$ cat config.mk
export PLATFORM = sky130hd
export DESIGN_NAME = alu_ctrl_seq
export DESIGN_NICKNAME = d
export VERILOG_FILES = /design/src/rtl/alu_ctrl_seq.sv
export SDC_FILE = /design/constraint.sdc
export NUM_CORES = 1
export LEC_CHECK = 0
export CORE_MARGIN = 2
export CORE_UTILIZATION = 35
export CTS_BUF_LIST = sky130_fd_sc_hd__clkbuf_16
export DETAILED_ROUTE_END_ITERATION = 8
export GPL_TIMING_DRIVEN = 0
export PLACE_DENSITY = 0.77
export SYNTH_ARGS = -nofsm -noshare
export SYNTH_HDL_FRONTEND = slang
export SYNTH_SLANG_ARGS = --single-unit
$ cat constraint.sdc
create_clock -name clk -period 1.1 [get_ports clk]
set_input_delay 0.165 -clock clk [delete_from_list [all_inputs] [get_ports clk]]
set_output_delay 0.165 -clock clk [all_outputs]
set_load 0.02 [all_outputs]
$ cat src/rtl/alu_ctrl_seq.sv
// Registered ALU control decoder with valid/ready handshakes and a MUL step sequencer.
// Optional ILLEGAL_TRAP_EN: swallow illegal alu_op requests and raise a sticky illegal flag.
module alu_ctrl_seq #(
  parameter int OP_W        = 3,
  parameter int FUNC_W      = 3,
  parameter int CTRL_W      = 3,
  parameter int MULT_CYCLES = 8
) (
  input  logic                             clk,
  input  logic                             rst_n,
  input  logic                             in_valid,
  output logic                             in_ready,
  input  logic [OP_W-1:0]                  alu_op,
  input  logic [FUNC_W-1:0]                func,
  output logic                             out_valid,
  input  logic                             out_ready,
  output logic [CTRL_W-1:0]                alu_ctrl,
  output logic                             busy,
  output logic [$clog2(MULT_CYCLES+1)-1:0] mul_step,
  output logic                             illegal,
  output logic [1:0]                       state_dbg
);

  localparam int SW = $clog2(MULT_CYCLES + 1);

  localparam logic [2:0] C_ADD = 3'd0, C_SUB = 3'd1, C_AND = 3'd2, C_OR  = 3'd3,
                         C_XOR = 3'd4, C_SLT = 3'd5, C_MUL = 3'd7;

  typedef enum logic [1:0] {
    S_IDLE = 2'd0,
    S_MUL  = 2'd1,
    S_OUT  = 2'd2
  } state_e;

  state_e            state_q, state_d;
  logic [CTRL_W-1:0] ctrl_q, ctrl_d;
  logic [SW-1:0]     step_q, step_d;
  logic [2:0]        op3, fn3, code;
  logic              op_hi, accept, trap;

  // Handshake: a transfer happens on any rising edge where valid && ready are both
  // high; the producer holds its payload stable while valid is high and ready is low.
  assign op3    = alu_op[2:0];
  assign fn3    = func[2:0];
  assign op_hi  = |(alu_op >> 3);
  assign accept = in_valid && in_ready;

  always_comb begin
    code = C_ADD;
    case (op3)
      3'b000:  code = fn3;
      3'b001:  code = C_ADD;
      3'b010:  code = C_SUB;
      3'b011:  code = C_AND;
      3'b100:  code = C_OR;
      3'b101:  code = C_SLT;
      3'b110:  code = C_XOR;
      default: code = C_ADD;
    endcase
    if (op_hi) code = C_ADD;
  end

`ifdef ILLEGAL_TRAP_EN
  logic illegal_q;
  assign trap    = op_hi || (op3 == 3'b111);
  assign illegal = illegal_q;

  always_ff @(posedge clk or negedge rst_n) begin
    if (!rst_n)              illegal_q <= 1'b0;
    else if (accept && trap) illegal_q <= 1'b1;
  end
`else
  assign trap    = 1'b0;
  assign illegal = 1'b0;
`endif

  always_comb begin
    state_d = state_q;
    ctrl_d  = ctrl_q;
    step_d  = step_q;
    case (state_q)
      S_MUL: begin
        step_d = step_q - SW'(1);
        if (step_q == SW'(1)) state_d = S_OUT;
      end
      default: begin
        // IDLE and a drained OUT share the accept path, giving back-to-back throughput.
        if (state_q == S_OUT && out_ready) state_d = S_IDLE;
        if (accept) begin
          if (trap) begin
            state_d = S_IDLE;
          end else begin
            ctrl_d = CTRL_W'(code);
            if (code == C_MUL) begin
              state_d = S_MUL;
              step_d  = SW'(MULT_CYCLES);
            end else begin
              state_d = S_OUT;
            end
          end
        end
      end
    endcase
  end

  always_ff @(posedge clk or negedge rst_n) begin
    if (!rst_n) begin
      state_q <= S_IDLE;
      ctrl_q  <= '0;
      step_q  <= '0;
    end else begin
      state_q <= state_d;
      ctrl_q  <= ctrl_d;
      step_q  <= step_d;
    end
  end

  assign in_ready  = (state_q == S_IDLE) || (state_q == S_OUT && out_ready);
  assign out_valid = (state_q == S_OUT);
  assign busy      = (state_q == S_MUL);
  assign alu_ctrl  = ctrl_q;
  assign mul_step  = step_q;
  assign state_dbg = state_q;

endmodule
==> impl_summary.log, run 1 <==
INFO  metric failed_checks = negative setup slack
INFO  metric worstSetupPathType = flip-flop to output port
INFO  metric final.period_utilization = 1.087
INFO  metric buffer_ports.inserted = 21
INFO  metric yosys_warnings = 0
INFO  metric yosys_register_bits = 9
INFO  metric power_density = 2819 nW/um^2
INFO  metric floorplan.die.height = between 40 and 50 microns
INFO  metric synth.lib_cells_used.distinct = 24
INFO  metric worst_path_arrival = 1.03 ns
INFO  metric floorplan.initialDensity = 0.3837
INFO  metric via_per_inst = around 5.0
INFO  metric clockRootBuffer = sky130_fd_sc_hd__clkbuf_16
INFO  metric cts_num_sinks = 9
INFO  metric run_status = finished with violations
INFO  metric netlist.area_leader.share = 0.4401
INFO  metric worstReg2RegStart = state_dbg[1]$_DFFE_PN0P_
INFO  metric fin_total_pwr = ~0.0025 W
INFO  metric synth.top_cells.by_count = 9 x sky130_fd_sc_hd__dfrtp_1, 7 x sky130_fd_sc_hd__inv_1, 7 x sky130_fd_sc_hd__nand2_1, 6 x sky130_fd_sc_hd__o21ai_0, 4 x sky130_fd_sc_hd__nor2_1
INFO  metric vias_in_the_first_global_route = between 500 and 600
INFO  metric synth_top_area_cell = sky130_fd_sc_hd__dfrtp_1
INFO  metric wire_per_inst = ~14 microns
INFO  metric postLayoutCellArea = 897.1 sq um
INFO  metric tritoncts = yes
INFO  metric post-synth-top-count-cell = sky130_fd_sc_hd__dfrtp_1
INFO  metric reg2reg_slack = -0.08 ns
INFO  metric clock_slew_at_reported_path_ffs = around 0.04 ns
INFO  metric grt_start_max_net_pins = 10
INFO  metric multiInputGateArea = roughly 310 sq um
INFO  metric postSynth.asyncResetShare = 1.000
INFO  metric globalRouteOverflowTotal = 0
INFO  metric final_max_slew_viol_count = 0
INFO  metric r2r.worst_path.cells = 3
INFO  metric layout-drive-gt1-share = 0.4176
INFO  metric met3RoutedLength = between 60 and 70 microns
INFO  metric fillCellCount = about 110
INFO  metric timing.critical_path.required = 0.94 ns
INFO  metric ctsHtreeMaxLevel = 1
INFO  metric syn-mean-instance-area = approximately 8.8 sq um
INFO  metric drtAntennaViolNets = 0
INFO  metric detail_route.first_pass.iterations = 3
INFO  metric route.final.wire_length = 1443 microns
INFO  metric cts-buffers-inserted = 3
INFO  metric full_die_area = ~1800 sq um
INFO  metric synthCells = 58
INFO  metric finalWeightedCongestion = between 0.7 and 0.8
INFO  metric final_setup_viols = 11
INFO  metric worst_clock_skew = 0.006567 ns
INFO  metric top_layer = met4
INFO  metric worstReg2RegEnd = mul_step[3]$_DFFE_PN0P_
INFO  metric dr.first_iter.drc_count = 5
INFO  metric synth_edf_count = 0
INFO  metric met2_length = ~800 microns
INFO  metric dieWidth = about 42 microns
INFO  metric fin_ws = -0.09522 ns
INFO  metric rsz0062_at_grt = yes
INFO  metric fmax = approximately 840 MHz
INFO  metric drv_cap = 0
INFO  metric layout-area-overhead-vs-synth = 75.31%
INFO  metric timing.critical_path.to_type = output port
INFO  metric cts_max_path_buffers = 2
INFO  metric via_count = 528
INFO  metric grt_antenna_before_repair = 0
INFO  metric detailed_placer_s_ending_hpwl = between 900 and 1000 microns
INFO  metric leakage = approximately 0.42 nW
INFO  metric layout_min_cycle_time = 1.195 ns
INFO  metric total_cell_area_at_the_placement_stage = around 750 sq um
INFO  metric yosys_most_used_dff = sky130_fd_sc_hd__dfrtp_1
INFO  metric worst-path-max-fanout = 6
INFO  metric clock_insertion_delay_worst_skew = approximately 0.24 ns
INFO  metric seqCellArea = 229.0 sq um
INFO  metric mappedNetlistNets = 70
INFO  metric worst_case_vdd_ir_drop = approximately 1.5 mV
INFO  metric yosys-top-cells-area = sky130_fd_sc_hd__dfrtp_1 44%, sky130_fd_sc_hd__o21ai_0 5.9%, sky130_fd_sc_hd__inv_1 5.1%
INFO  metric synth.yosys.seq_area_share = 0.4401
INFO  metric wl_met1 = around 570 microns
INFO  metric antenna_cells = 0
INFO  metric worst_hold_path_type = input port to asynchronous set/reset pin
INFO  metric worst_setup_path_start_kind = flip-flop
INFO  metric boundaryPins = 23
INFO  metric rows = 13
INFO  metric report.final.hold_viol_count = 0
INFO  metric holdWs = 0.2433 ns
INFO  metric grtUsageTotal = 0.1774
INFO  metric syn-cell-area = around 500 sq um
INFO  metric core_area = around 1300 sq um
INFO  metric pre_cts_slack = -0.5508 ns
INFO  metric cts_hold_buf = 0
INFO  metric global_route_wire_length_before_repair = approximately 2300 microns
INFO  metric layout.nets = between 100 and 150
INFO  metric detail_route.drc_violations = 0
## worst max path at each step
stage	from	to	slack (ns)	cells past startpoint
global route	state_dbg[1]$_DFFE_PN0P_	mul_step[3]$_DFFE_PN0P_	-0.14	3
floorplan	state_dbg[1]$_DFFE_PN0P_	mul_step[0]$_DFFE_PN0P_	-0.07	3
detailed placement	alu_op[1]	mul_step[3]$_DFFE_PN0P_	-0.55	5
finish	state_dbg[1]$_DFFE_PN0P_	busy	-0.1	3
global placement	out_ready	in_ready	-0.54	4
CTS	state_dbg[1]$_DFFE_PN0P_	busy	-0.1	3
## report_power, final
group / leakage [nW] / internal [W] / switching, W
Sequential: 0.103 / 0.000496 / 0.000176
Combinational: 0.274 / 0.000571 / 0.000642
Clock: 0.0423 / 0.000476 / 0.000168
Total: 0.420 / 0.00154 / 0.000985
## repair_timing
| item | CTS | global route |
|---|---|---|
| buffers inserted | 2 | 5 |
| pin swaps | 3 | 1 |
| gates resized for setup | 55 | 14 |
| cloned | 1 | 0 |
| setup endpoints to repair | 21 | 17 |
## worst max-delay path, cell delays in order (launching register included)
cell,delay [ns]
sky130_fd_sc_hd__dfrtp_2,0.44
sky130_fd_sc_hd__nand2b_4,0.17
sky130_fd_sc_hd__inv_4,0.07
sky130_fd_sc_hd__buf_6,0.11
## registers in the layout, indices dropped and copies added (netlist names)
signal,flops
state_dbg,2
mul_step,4
alu_ctrl,3
## cell usage in the layout, fill, tap and decap left out, types with 2 or more instances in the layout
cell type	synthesis	layout
sky130_fd_sc_hd__buf_4	1	10
sky130_fd_sc_hd__nand2_1	7	6
sky130_fd_sc_hd__dfrtp_1	9	6
sky130_fd_sc_hd__inv_1	7	5
sky130_fd_sc_hd__nor2_1	4	4
sky130_fd_sc_hd__clkdlybuf4s50_1	0	4
sky130_fd_sc_hd__buf_2	0	4
sky130_fd_sc_hd__nor3_1	3	3
sky130_fd_sc_hd__o21ai_1	0	3
sky130_fd_sc_hd__clkbuf_16	0	3
sky130_fd_sc_hd__dlygate4sd2_1	0	3
sky130_fd_sc_hd__clkbuf_2	0	3
sky130_fd_sc_hd__dfrtp_2	0	3
sky130_fd_sc_hd__clkdlybuf4s15_1	0	3
sky130_fd_sc_hd__inv_2	0	2
sky130_fd_sc_hd__a211o_4	0	2
sky130_fd_sc_hd__xor2_1	2	2
sky130_fd_sc_hd__a21oi_1	3	2
sky130_fd_sc_hd__o21ai_2	0	2
sky130_fd_sc_hd__ha_1	2	2
## logic make-up after synthesis
logic type,after synthesis,synth area share
AOI/OAI and AO/OA,14,0.1663
xor gates and xnor gates,2,0.03424
adders and majority gates,2,0.04889
buffers and inverters,8,0.06603
DFF,9,0.4401
muxes,1,0.01956
other,1,0.007328
and+or+nand+nor,21,0.2176
## final cells by class
cell class | count | area share
timing repair buffer | 28 | 0.2469
tap | 15 | 0.02092
inverter | 7 | 0.03208
clock buffer | 3 | 0.08368
multi-input combinational | 42 | 0.3487
buffer | 1 | 0.008368
sequential | 9 | 0.2552
clock inverter | 1 | 0.004184
## stage by stage
stage | TNS (ns) | utilization | std cells
2_1_floorplan | -0.2339 | - | 58
4_1_cts | -0.5948 | 0.6501 | 101
5_1_grt | -1.224 | 0.6726 | 106
3_5_place_dp | -5.243 | 0.5638 | 94
6_report | -0.6668 | 0.6726 | 106
3_3_place_gp | -5.027 | 0.5638 | 94
## per-layer routing
layer  up-vias  global-route usage
met5         -                   0
met4         0             0.08750
met3         3             0.06466
met2        13              0.2985
met1       247              0.1947
li1        265                   -
No activity file was read; power rests on OpenSTA's default activity.
==> inputs of run 2 (changes only) <==
--- a/config.mk
+++ b/config.mk
@@ -6,11 +6,12 @@
 export NUM_CORES = 1
 export LEC_CHECK = 0
 export CORE_MARGIN = 2
-export CORE_UTILIZATION = 35
+export CORE_UTILIZATION = 39
 export CTS_BUF_LIST = sky130_fd_sc_hd__clkbuf_16
 export DETAILED_ROUTE_END_ITERATION = 8
 export GPL_TIMING_DRIVEN = 0
-export PLACE_DENSITY = 0.77
+export PLACE_DENSITY = 0.81
+export SLEW_MARGIN = 20
 export SYNTH_ARGS = -nofsm -noshare
 export SYNTH_HDL_FRONTEND = slang
 export SYNTH_SLANG_ARGS = --single-unit
==> constraint.sdc (replaced) <==
create_clock -name clk -period 1.17 [get_ports clk]
set_input_delay 0.1755 -clock clk [delete_from_list [all_inputs] [get_ports clk]]
set_output_delay 0.1755 -clock clk [all_outputs]
set_load 0.02 [all_outputs]
==> impl_summary.log, run 2 (same netlist as run 1, synthesis figures left out) <==
INFO  metric run_status = finished with violations
INFO  metric failed_checks = negative setup slack
INFO  metric cts_max_path_buffers = 2 (unchanged)
INFO  metric ctsHtreeMaxLevel = 1 (unchanged)
INFO  metric grt_antenna_before_repair = 0 (unchanged)
INFO  metric leakage = 0.4310 nW (+2.7%)
INFO  metric layout-area-overhead-vs-synth = 73.59%
INFO  metric worst_case_vdd_ir_drop = 1.054 mV (-29%)
INFO  metric boundaryPins = 23 (unchanged)
INFO  metric timing.critical_path.to_type = output port
INFO  metric layout_common_cells = 8 x sky130_fd_sc_hd__buf_4, 8 x sky130_fd_sc_hd__dlygate4sd2_1, 6 x sky130_fd_sc_hd__nand2_1, 6 x sky130_fd_sc_hd__dfrtp_1, 5 x sky130_fd_sc_hd__inv_1
INFO  metric worst_clock_skew = 0.002537 ns (-0.004031 ns)
INFO  metric detailed_placer_s_ending_hpwl = 821.6 microns (-11%)
INFO  metric clock_insertion_delay_worst_skew = 0.23 ns (about the same)
INFO  metric layout_min_cycle_time = about 1.2 ns
INFO  metric worst_setup_path_start_kind = flip-flop
INFO  metric floorplan.die.height = 40.23 microns (-4.8%)
INFO  metric detail_route.first_pass.iterations = 2 (-1)
INFO  metric power_density = 2607 nW/um^2 (-7.5%)
INFO  metric floorplan.initialDensity = 0.4034 (+0.01968)
INFO  metric timing.critical_path.required = 0.99 ns (+0.05 ns)
INFO  metric share_comb_of_total_power = 0.460 (-0.019)
INFO  metric rsz0062_at_grt = yes
INFO  metric dieWidth = 40.23 microns (-4.8%)
INFO  metric cts_hold_buf = 0 (unchanged)
INFO  metric dr.first_iter.drc_count = 7 (+2)
INFO  metric finalWeightedCongestion = 0.6682 (-15%)
INFO  metric rows = 13 (unchanged)
INFO  metric buffer_ports.inserted = 21 (unchanged)
INFO  metric layout-drive-gt1-share = 0.3371 (-0.08050)
INFO  metric holdWs = 0.2544 ns (+0.01109 ns)
INFO  metric wire_per_inst = 13.38 microns (-1.7%)
INFO  metric largest_reg_flops = 4 (unchanged)
INFO  metric clockRootBuffer = sky130_fd_sc_hd__clkbuf_16
INFO  metric worst_hold_path_type = input port to asynchronous set/reset pin
INFO  metric route.final.wire_length = 1392 microns (-3.5%)
INFO  metric worst_path_arrival = 1.04 ns (about the same)
INFO  metric sw_frac_of_total = 0.3949 (+0.005158)
INFO  metric globalRouteOverflowTotal = 0 (unchanged)
INFO  metric antenna_cells = 0 (unchanged)
INFO  metric grt_start_max_net_pins = 10 (unchanged)
INFO  metric global_route_wire_length_before_repair = 2042 microns (-11%)
INFO  metric final_setup_viols = 6 (-5)
INFO  metric full_die_area = 1618 sq um (-9.3%)
INFO  metric layout.nets = 102 (-1.9%)
INFO  metric via_count = 525 (-0.57%)
INFO  metric final_max_slew_viol_count = 0 (unchanged)
INFO  metric fmax = roughly 820 MHz
INFO  metric drv_cap = 0 (unchanged)
INFO  metric tritoncts = yes
INFO  metric cts_num_sinks = 9 (unchanged)
INFO  metric worstSetupPathType = flip-flop to output port
INFO  metric final_cells = 104 (-1.9%)
INFO  metric fin_ws = -0.04960 ns (+0.04562 ns)
INFO  metric report.final.hold_viol_count = 0 (unchanged)
INFO  metric core_area = 1269 sq um (-4.9%)
INFO  metric part_of_the_power_in_registers = 0.284 (+0.018)
INFO  metric via_per_inst = 5.048 (+1.3%)
INFO  metric r2r.worst_path.cells = 3 (unchanged)
INFO  metric clock_slew_at_reported_path_ffs = 0.04 ns (about the same)
INFO  metric vias_in_the_first_global_route = 474 (-7.6%)
INFO  metric detail_route.drc_violations = 0 (unchanged)
INFO  metric worst-path-max-fanout = 7 (+1)
INFO  metric total_switching_power = 0.0009145 W (-7.2%)
INFO  metric cell_internal_pwr = 0.001401 W (-9.2%)
INFO  metric final.period_utilization = 1.042
INFO  metric fin_total_pwr = 0.002316 W (-8.4%)
INFO  metric grtUsageTotal = 0.1979 (+0.02055)
INFO  metric clockPowerShare = 0.255 (about the same)
INFO  metric place.detailed.instances = 94 (unchanged)
INFO  metric cts-buffers-inserted = 3 (unchanged)
INFO  metric drtAntennaViolNets = 0 (unchanged)
==> run 2: area by class of cell <==
class	count	area (sq um)
Timing Repair Buffer	26	221.5
Fill cell	104	380.4
Multi-Input combinational cell	42	304.0
Clock buffer	3	75.07
Sequential cell	9	229.0
Clock inverter	1	3.754
Tap cell	15	18.77
Buffer	1	7.507
Inverter	7	28.78
==> run 2: critical path, cell delays in order (launching register included) <==
cell and delay [ns]:
sky130_fd_sc_hd__dfrtp_2 0.45, sky130_fd_sc_hd__nand2b_4 0.17, sky130_fd_sc_hd__inv_4 0.08, sky130_fd_sc_hd__buf_6 0.11
==> run 2: final timing paths <==
| kind | start | end | slack [ns] |
|---|---|---|---|
| setup / recovery | state_dbg[1]$_DFFE_PN0P_ | busy | -0.05 |
| hold / removal | rst_n | alu_ctrl[2]$_DFFE_PN0P_ | 0.25 |
| setup reg to reg | state_dbg[1]$_DFFE_PN0P_ | mul_step[3]$_DFFE_PN0P_ | -0.05 |
| hold reg to reg | alu_ctrl[0]$_DFFE_PN0P_ | alu_ctrl[0]$_DFFE_PN0P_ | 0.48 |
| max in group asynchronous | rst_n | state_dbg[1]$_DFFE_PN0P_ | 0.59 |
| min in group clk | in_valid | state_dbg[1]$_DFFE_PN0P_ | 0.36 |
==> run 2: what timing repair did <==
action | 4_1_cts | 5_1_grt
setup endpoints to repair | 19 | 17
gates cloned | 0 | 1
endpoints found under the hold margin | 0 | 0
pin swaps | 1 | 7
setup buffers | 1 | 4
resized for setup | 39 | 12
==> run 2: metrics by stage <==
| stage | utilization | setup WS [ns] | area [sq um] | TNS [ns] |
|---|---|---|---|---|
| 2_1_floorplan | - | 0.004632 | 523.0 | 0 |
| 3_3_place_gp | 0.5927 | -0.5007 | 752.0 | -3.846 |
| 3_5_place_dp | 0.5927 | -0.5014 | 752.0 | -4.349 |
| 4_1_cts | 0.6667 | -0.05245 | 845.8 | -0.06899 |
| 5_1_grt | 0.7002 | -0.07573 | 888.4 | -0.3841 |
| 6_report | 0.7002 | -0.04960 | 888.4 | -0.1520 |
==> run 2: power by group through the flow <==
stage	Clock [W]	Sequential, W	Combinational, W
final	0.000592	0.000659	0.00107
after detailed placement	0	0.000631	0.00101
after global placement	0	0.000620	0.000997
after floorplan	0	0.000782	0.000378
after global routing	0.000618	0.000680	0.00116
after CTS	0.000598	0.000636	0.000980
==> run 2: routing by layer <==
metal  GRT usage  wire (microns)  vias up
met5           0               0        -
li1            -               -      265
met1      0.2158             578      242
met2      0.3629             736       18
met4     0.07500               0        0
met3     0.05000              77        0
